**config.mk**
```make
export PLATFORM = sky130hd
export DESIGN_NAME = mux_sel_scanner
export DESIGN_NICKNAME = d
export VERILOG_FILES = /design/src/rtl/mux_sel_pkg.sv /design/src/rtl/mux_sel_next_pick.sv /design/src/rtl/mux_sel_scanner.sv
export SDC_FILE = /design/constraint.sdc
export NUM_CORES = 1
export LEC_CHECK = 0
export ABC_AREA = 0
export CORE_UTILIZATION = 50
export CTS_CLUSTER_SIZE = 8
export DETAILED_ROUTE_END_ITERATION = 8
export PLACE_DENSITY_LB_ADDON = 0.25
export SLEW_MARGIN = 0
export SYNTH_ARGS = -nofsm -noshare
export SYNTH_HDL_FRONTEND = slang
export SYNTH_HIERARCHICAL = 1
export SYNTH_SLANG_ARGS = --single-unit
```
**constraint.sdc**
```tcl
create_clock -name clk -period 5.3 [get_ports clk]
set_input_delay 1.06 -clock clk [delete_from_list [all_inputs] [get_ports clk]]
set_output_delay 1.06 -clock clk [all_outputs]
set_load 0.05 [all_outputs]
```
**src/rtl/mux_sel_pkg.sv**
```systemverilog
// Shared types and constants for the 8:1 channel-select scanner.
// Used by mux_sel_scanner and mux_sel_next_pick.
package mux_sel_pkg;

   localparam int SEL_W  = 3;
   localparam int NUM_CH = 8;

   typedef logic [SEL_W-1:0]  sel_t;
   typedef logic [NUM_CH-1:0] ch_mask_t;

   localparam logic MODE_AUTO   = 1'b0;
   localparam logic MODE_MANUAL = 1'b1;

endpackage

```
**src/rtl/mux_sel_next_pick.sv**
```systemverilog
// Next eligible channel: rotate the mask so the search origin is bit 0,
// then priority-encode. Optional dir port with MUX_SEL_SCANNER_REVERSE_EN.
module mux_sel_next_pick
   import mux_sel_pkg::*;
(
   input  sel_t     cur_i,
   input  ch_mask_t mask_i,
`ifdef MUX_SEL_SCANNER_REVERSE_EN
   input  logic     dir_i,
`endif
   output sel_t     nxt_o,
   output logic     wrapped_o,
   output logic     any_o
);

   logic     rev;
   ch_mask_t rot;
   sel_t     off;
   sel_t     fwd;
   sel_t     bwd;

`ifdef MUX_SEL_SCANNER_REVERSE_EN
   assign rev = dir_i;
`else
   assign rev = 1'b0;
`endif

   // rot[k] is the channel k+1 steps away from cur in the search direction
   always_comb begin
      rot = '0;
      for (int k = 0; k < NUM_CH; k++) begin
         if (rev)
            rot[k] = mask_i[cur_i - sel_t'(k) - sel_t'(1)];
         else
            rot[k] = mask_i[cur_i + sel_t'(k) + sel_t'(1)];
      end
   end

   // lowest set bit of rot gives the distance to the next eligible channel
   always_comb begin
      off = '0;
      for (int k = NUM_CH - 1; k >= 0; k--) begin
         if (rot[k])
            off = sel_t'(k);
      end
   end

   // map the distance back to a channel index and flag a pass wrap
   always_comb begin
      fwd   = cur_i + off + sel_t'(1);
      bwd   = cur_i - off - sel_t'(1);
      any_o = |mask_i;
      if (!any_o) begin
         nxt_o     = cur_i;
         wrapped_o = 1'b0;
      end else if (rev) begin
         nxt_o     = bwd;
         wrapped_o = (bwd >= cur_i);
      end else begin
         nxt_o     = fwd;
         wrapped_o = (fwd <= cur_i);
      end
   end

endmodule

```
**src/rtl/mux_sel_scanner.sv**
```systemverilog
// Channel-select scanner for the downstream 8:1 selector (auto/manual).
// Define MUX_SEL_SCANNER_REVERSE_EN to add the dir input (descending scan).
module mux_sel_scanner
   import mux_sel_pkg::*;
#(
   parameter int unsigned DWELL_CYCLES = 50_000_000,
   parameter int unsigned NUM_CH       = 8
) (
   input  logic     clk,
   input  logic     rst,
   input  logic     enable,
   input  logic     mode,
   input  logic     step,
   input  ch_mask_t mask,
`ifdef MUX_SEL_SCANNER_REVERSE_EN
   input  logic     dir,
`endif
   output sel_t     sel,
   output logic     sel_valid,
   output logic     wrap
);

   localparam int unsigned CNT_W =
      (DWELL_CYCLES > 1) ? $clog2(DWELL_CYCLES) : 1;
   localparam logic [CNT_W-1:0] TC = CNT_W'(DWELL_CYCLES - 1);

   if (NUM_CH != 8) begin : g_bad_num_ch
      $error("mux_sel_scanner supports only 8 channels");
   end

   logic [CNT_W-1:0] cnt_q, cnt_d;
   sel_t             sel_q, sel_d;
   logic             wrap_q, wrap_d;
   logic             valid_q;
   logic             mode_q;
   logic             adv;
   sel_t             nxt;
   logic             nxt_wrap;
   logic             any;

   mux_sel_next_pick u_pick (
      .cur_i     (sel_q),
      .mask_i    (mask),
`ifdef MUX_SEL_SCANNER_REVERSE_EN
      .dir_i     (dir),
`endif
      .nxt_o     (nxt),
      .wrapped_o (nxt_wrap),
      .any_o     (any)
   );

   // dwell/step control: decide whether this cycle advances the channel
   always_comb begin
      cnt_d = cnt_q;
      adv   = 1'b0;
      if (!enable) begin
         cnt_d = cnt_q;
      end else if (!any) begin
         cnt_d = '0;
      end else if (mode != mode_q) begin
         cnt_d = '0;
      end else if (mode == MODE_MANUAL) begin
         cnt_d = '0;
         adv   = step;
      end else if (cnt_q == TC) begin
         cnt_d = '0;
         adv   = 1'b1;
      end else begin
         cnt_d = cnt_q + CNT_W'(1);
      end
      sel_d  = adv ? nxt : sel_q;
      wrap_d = adv & nxt_wrap;
   end

   // state registers; rst wins over everything
   always_ff @(posedge clk) begin
      if (rst) begin
         cnt_q   <= '0;
         sel_q   <= '0;
         wrap_q  <= 1'b0;
         valid_q <= 1'b0;
         mode_q  <= MODE_AUTO;
      end else begin
         cnt_q   <= cnt_d;
         sel_q   <= sel_d;
         wrap_q  <= wrap_d;
         valid_q <= any;
         mode_q  <= mode;
      end
   end

   assign sel       = sel_q;
   assign sel_valid = valid_q;
   assign wrap      = wrap_q;

endmodule

```
==> results.tsv <==
stage	metric	value	unit
placement	port buffer count	17	
yosys	sequential area share after synthesis	25.09	%
setup_path	r2r setup slk	970	ps
grt	pin count of the biggest net entering global routing	33	
timing	fin crit share	81.94	%
pwr	switch share	26.11	%
timing	Final Hold Viols	0	
floorplanning	DIE WIDTH	73.47	um
yosys	Post-synth top cells	dfxtp_1 (32), a21oi_1 (28), nand2_1 (22)	
clock_network	# hold bufs at CTS	0	
pwr	Final Power	590.4	uW
cells_and_area	area grow syn2layout	11.61	%
clock_network	clk sinks	32	
detailed_routing	Initial DRC Count	125	
pwr	VDD IR max	0.1276	mV
detailed_routing	# DRC	0	
min_path	HP Class	flop to flop	
pwr	Logic pwr share	18.7	%
detailed_routing	average routed wire per standard cell	14.57	um
cells_and_area	Inserted Diodes	0	
setup_path	Worst EP required	5480	ps
timing	Final Max Tran Viols	0	
min_path	Hold Path Depth	1	
yosys	Netlist Area Pre-Place	2554	um2
timing	Setup Viol. Count Final	0	
timing	fmax	230.3	MHz
grt	first-pass GRT wire length	9604	um
clock_network	Setup Fix Bufs, Post-CTS	0	
flow_run	max cap viols	0	
floorplanning	starting density of the core	53.01	%
clock_network	clock latency at the later pin of the worst-skew pair	290	ps
min_path	Hold Crit Endpoint	cnt_q[15]$_SDFFE_PP0P_	
yosys	post-synthesis compound-gate area fraction	18.67	%
yosys	Yosys reg bits	32	
yosys	XOR/XNOR Fraction of Synth Area	3.430	%
pwr	Clock power frac	39.5	%
grt	Tot GR Track Use	22.78	%
setup_path	Crit. End Element	flop	
setup_path	Worst R2R End	wrap$_SDFF_PP0_	
timing	Fin Setup TNS	0	ps
setup_path	reg2reg start	sel[0]$_SDFFE_PP0P_	
grt	initial antenna violation count	0	
clock_network	CTS resizes	0	
yosys	Post-synth EDFFs	0	
yosys	leading area contributor after synthesis	dfxtp_1	
floorplanning	die area	5397	um2
status	outcome	completed	
cells_and_area	# nets final	329	
clock_network	htree depth	2	
timing	actual slew at the worst max-slew pin	926.3	ps
floorplanning	row cnt	25	
setup_path	Worst setup SP type	primary input	
timing	Slew headroom	38.02	%
detailed_routing	drt total wl	5463	um
yosys	Avg Inst Size Synth	8.776	um2
grt	Overflow after GRT	0	
clock_network	CTS tree	built	
clock_network	CTS Buf Count	5	
floorplanning	Die Ht	73.47	um
yosys	asr flop ratio synth	0	%
yosys	Syn. warnings	6	
timing	Setup WS post-layout	957.3	ps
setup_path	crit path max fanout	7	
floorplanning	Core ar.	4817	um2
clock_network	Clock Path Buffers	2	
yosys	Main synth FF type	dfxtp_1	
pwr	PwrDens	207.2	nW/um2
clock_network	CTS Root Cell	clkbuf_8	
placement	setup slack at placement	690.1	ps
setup_path	CP Class	primary input to flop	
yosys	Syn Nets	313	
yosys	mux cell area share after synthesis	19.55	%
pwr	P_sw	154.1	uW
pwr	sequential share of power	41.8	%
placement	Placement Cell Area	2739	um2
pwr	Internal Power	436.3	uW
grt	vias in the first global route	2109	
yosys	Synth top area share	25.09	%
timing	RSZ-0062 raised after global routing	false	
timing	fin crit period	4343	ps
yosys	simple-gate area share of the yosys netlist	23.37	%
cells_and_area	fin area	2850	um2
placement	Final Wtd Congestion	0.8042	
detailed_routing	Vias/cell	5.987	
clock_network	clock slew seen by the registers of the worst setup and hold paths	70	ps
pwr	Lkg Pwr	0.9698	nW
yosys	Netlist cell types	62	
yosys	Synth Area in Adders	4.704	%
setup_path	critical path arrival	4530	ps
yosys	Mapped Cells	291	
yosys	largest family of logic cells by synthesized area	simple AND/OR/NAND/NOR gates	
timing	Layout Skew	6.287	ps
min_path	hold path startpoint	cnt_q[15]$_SDFFE_PP0P_	
floorplanning	I/O pins	18	
cells_and_area	share of cells above drive strength 1	12.66	%
detailed_routing	DR vias	2245	
yosys	Area contributors post-synth	dfxtp_1 (25%), mux4_2 (7.9%), mux2i_1 (7.1%)	
detailed_routing	Post-DRT Antenna Nets	0	
detailed_routing	TritonRoute pass-1 iters	4	
yosys	cell with the most instances after synthesis	dfxtp_1	
placement	DP HPWL	4001	um
setup_path	Worst R2R Path Depth	18	
[registers in the layout (all words and copies together) (netlist names)]
name       count
sel            3
cnt_q         26
mode_q         1
sel_valid      1
wrap           1
[placed cells by master (no fill, tap or decap), drive strengths merged, types with 6 or more instances in the layout]
cell,Yosys,final
a21oi,28,28
a31oi,10,10
and2,7,7
clkdlybuf4s50,0,17
dfxtp,32,32
ha,8,8
inv,13,13
mux2,8,8
mux2i,18,18
mux4,10,10
nand2,22,22
nand2b,9,9
nand3,14,14
nand4,8,8
nor2,19,19
nor3,7,7
o21ai,12,12
xor2,6,6
[routing by layer]
metal	vias to the layer above	part of all wire [%]	global-route usage, %	wire length [um]
met2	33	51	40.88	2792
met4	0	1.5	8.974	82
li1	1138	-	-	-
met1	1065	45	26.66	2442
met5	-	0	0	0
met3	9	2.7	4.115	145
[final cells by class]
cell class / instances / area (um2)
sequential: 32 / 640.6
fill: 442 / 1967
timing repair buffer: 19 / 185.2
multi-input combinational: 236 / 1780
clock buffer: 5 / 68.82
inverter: 13 / 48.80
tap: 67 / 83.83
clock inverter: 3 / 42.54
[kinds of logic (layout without fill, tap and decap cells)]
group | count (synthesis) | in the layout
buffers and inverters | 23 | 40
adder cells (fa/ha/maj) | 9 | 9
AO/OA/AOI/OAI | 74 | 74
XOR/XNOR | 10 | 10
multiplexers | 36 | 36
flip-flops | 32 | 32
AND/OR/NAND/NOR | 107 | 107
[metrics by stage]
step	std cells	utilization (%)	hold WS [ps]
6_report	375	59.17	479.3
3_5_place_dp	367	56.86	459.1
5_1_grt	375	59.17	493.5
3_3_place_gp	367	56.86	453.0
2_1_floorplan	291	-	439.2
4_1_cts	375	59.17	473.0
[how the worst max path moves through the flow]
stage,depth (start not counted),end,startpoint
finish,17,wrap$_SDFF_PP0_,mask[6]
global route,18,wrap$_SDFF_PP0_,sel[0]$_SDFFE_PP0P_
detailed placement,17,wrap$_SDFF_PP0_,mask[6]
global placement,17,wrap$_SDFF_PP0_,mask[1]
floorplan,21,wrap$_SDFF_PP0_,sel[0]$_SDFFE_PP0P_
CTS,17,wrap$_SDFF_PP0_,mask[6]
[critical path: stages]
cell             delay (ps)
clkdlybuf4s50_1         540
mux2_2                  340
mux2i_1                 170
mux2i_1                 130
nor2_1                  150
a21oi_1                  90
o221ai_1                160
o221ai_1                180
ha_1                    230
fa_1                    410
xor2_1                  190
xnor2_1                 130
ha_1                    290
a21oi_1                  60
a31oi_1                 150
nor2_1                   50
and3b_1                 170
[power by group through the flow]
stage                     Sequential, mW  Combinational, mW  Clock, mW
final                              0.247              0.110      0.233
after global routing               0.248              0.121      0.251
after CTS                          0.247              0.110      0.238
after detailed placement           0.253              0.110          0
after global placement             0.253              0.108          0
after floorplan                    0.255             0.0794          0
Note: power is estimated with default switching activity, not from simulation.
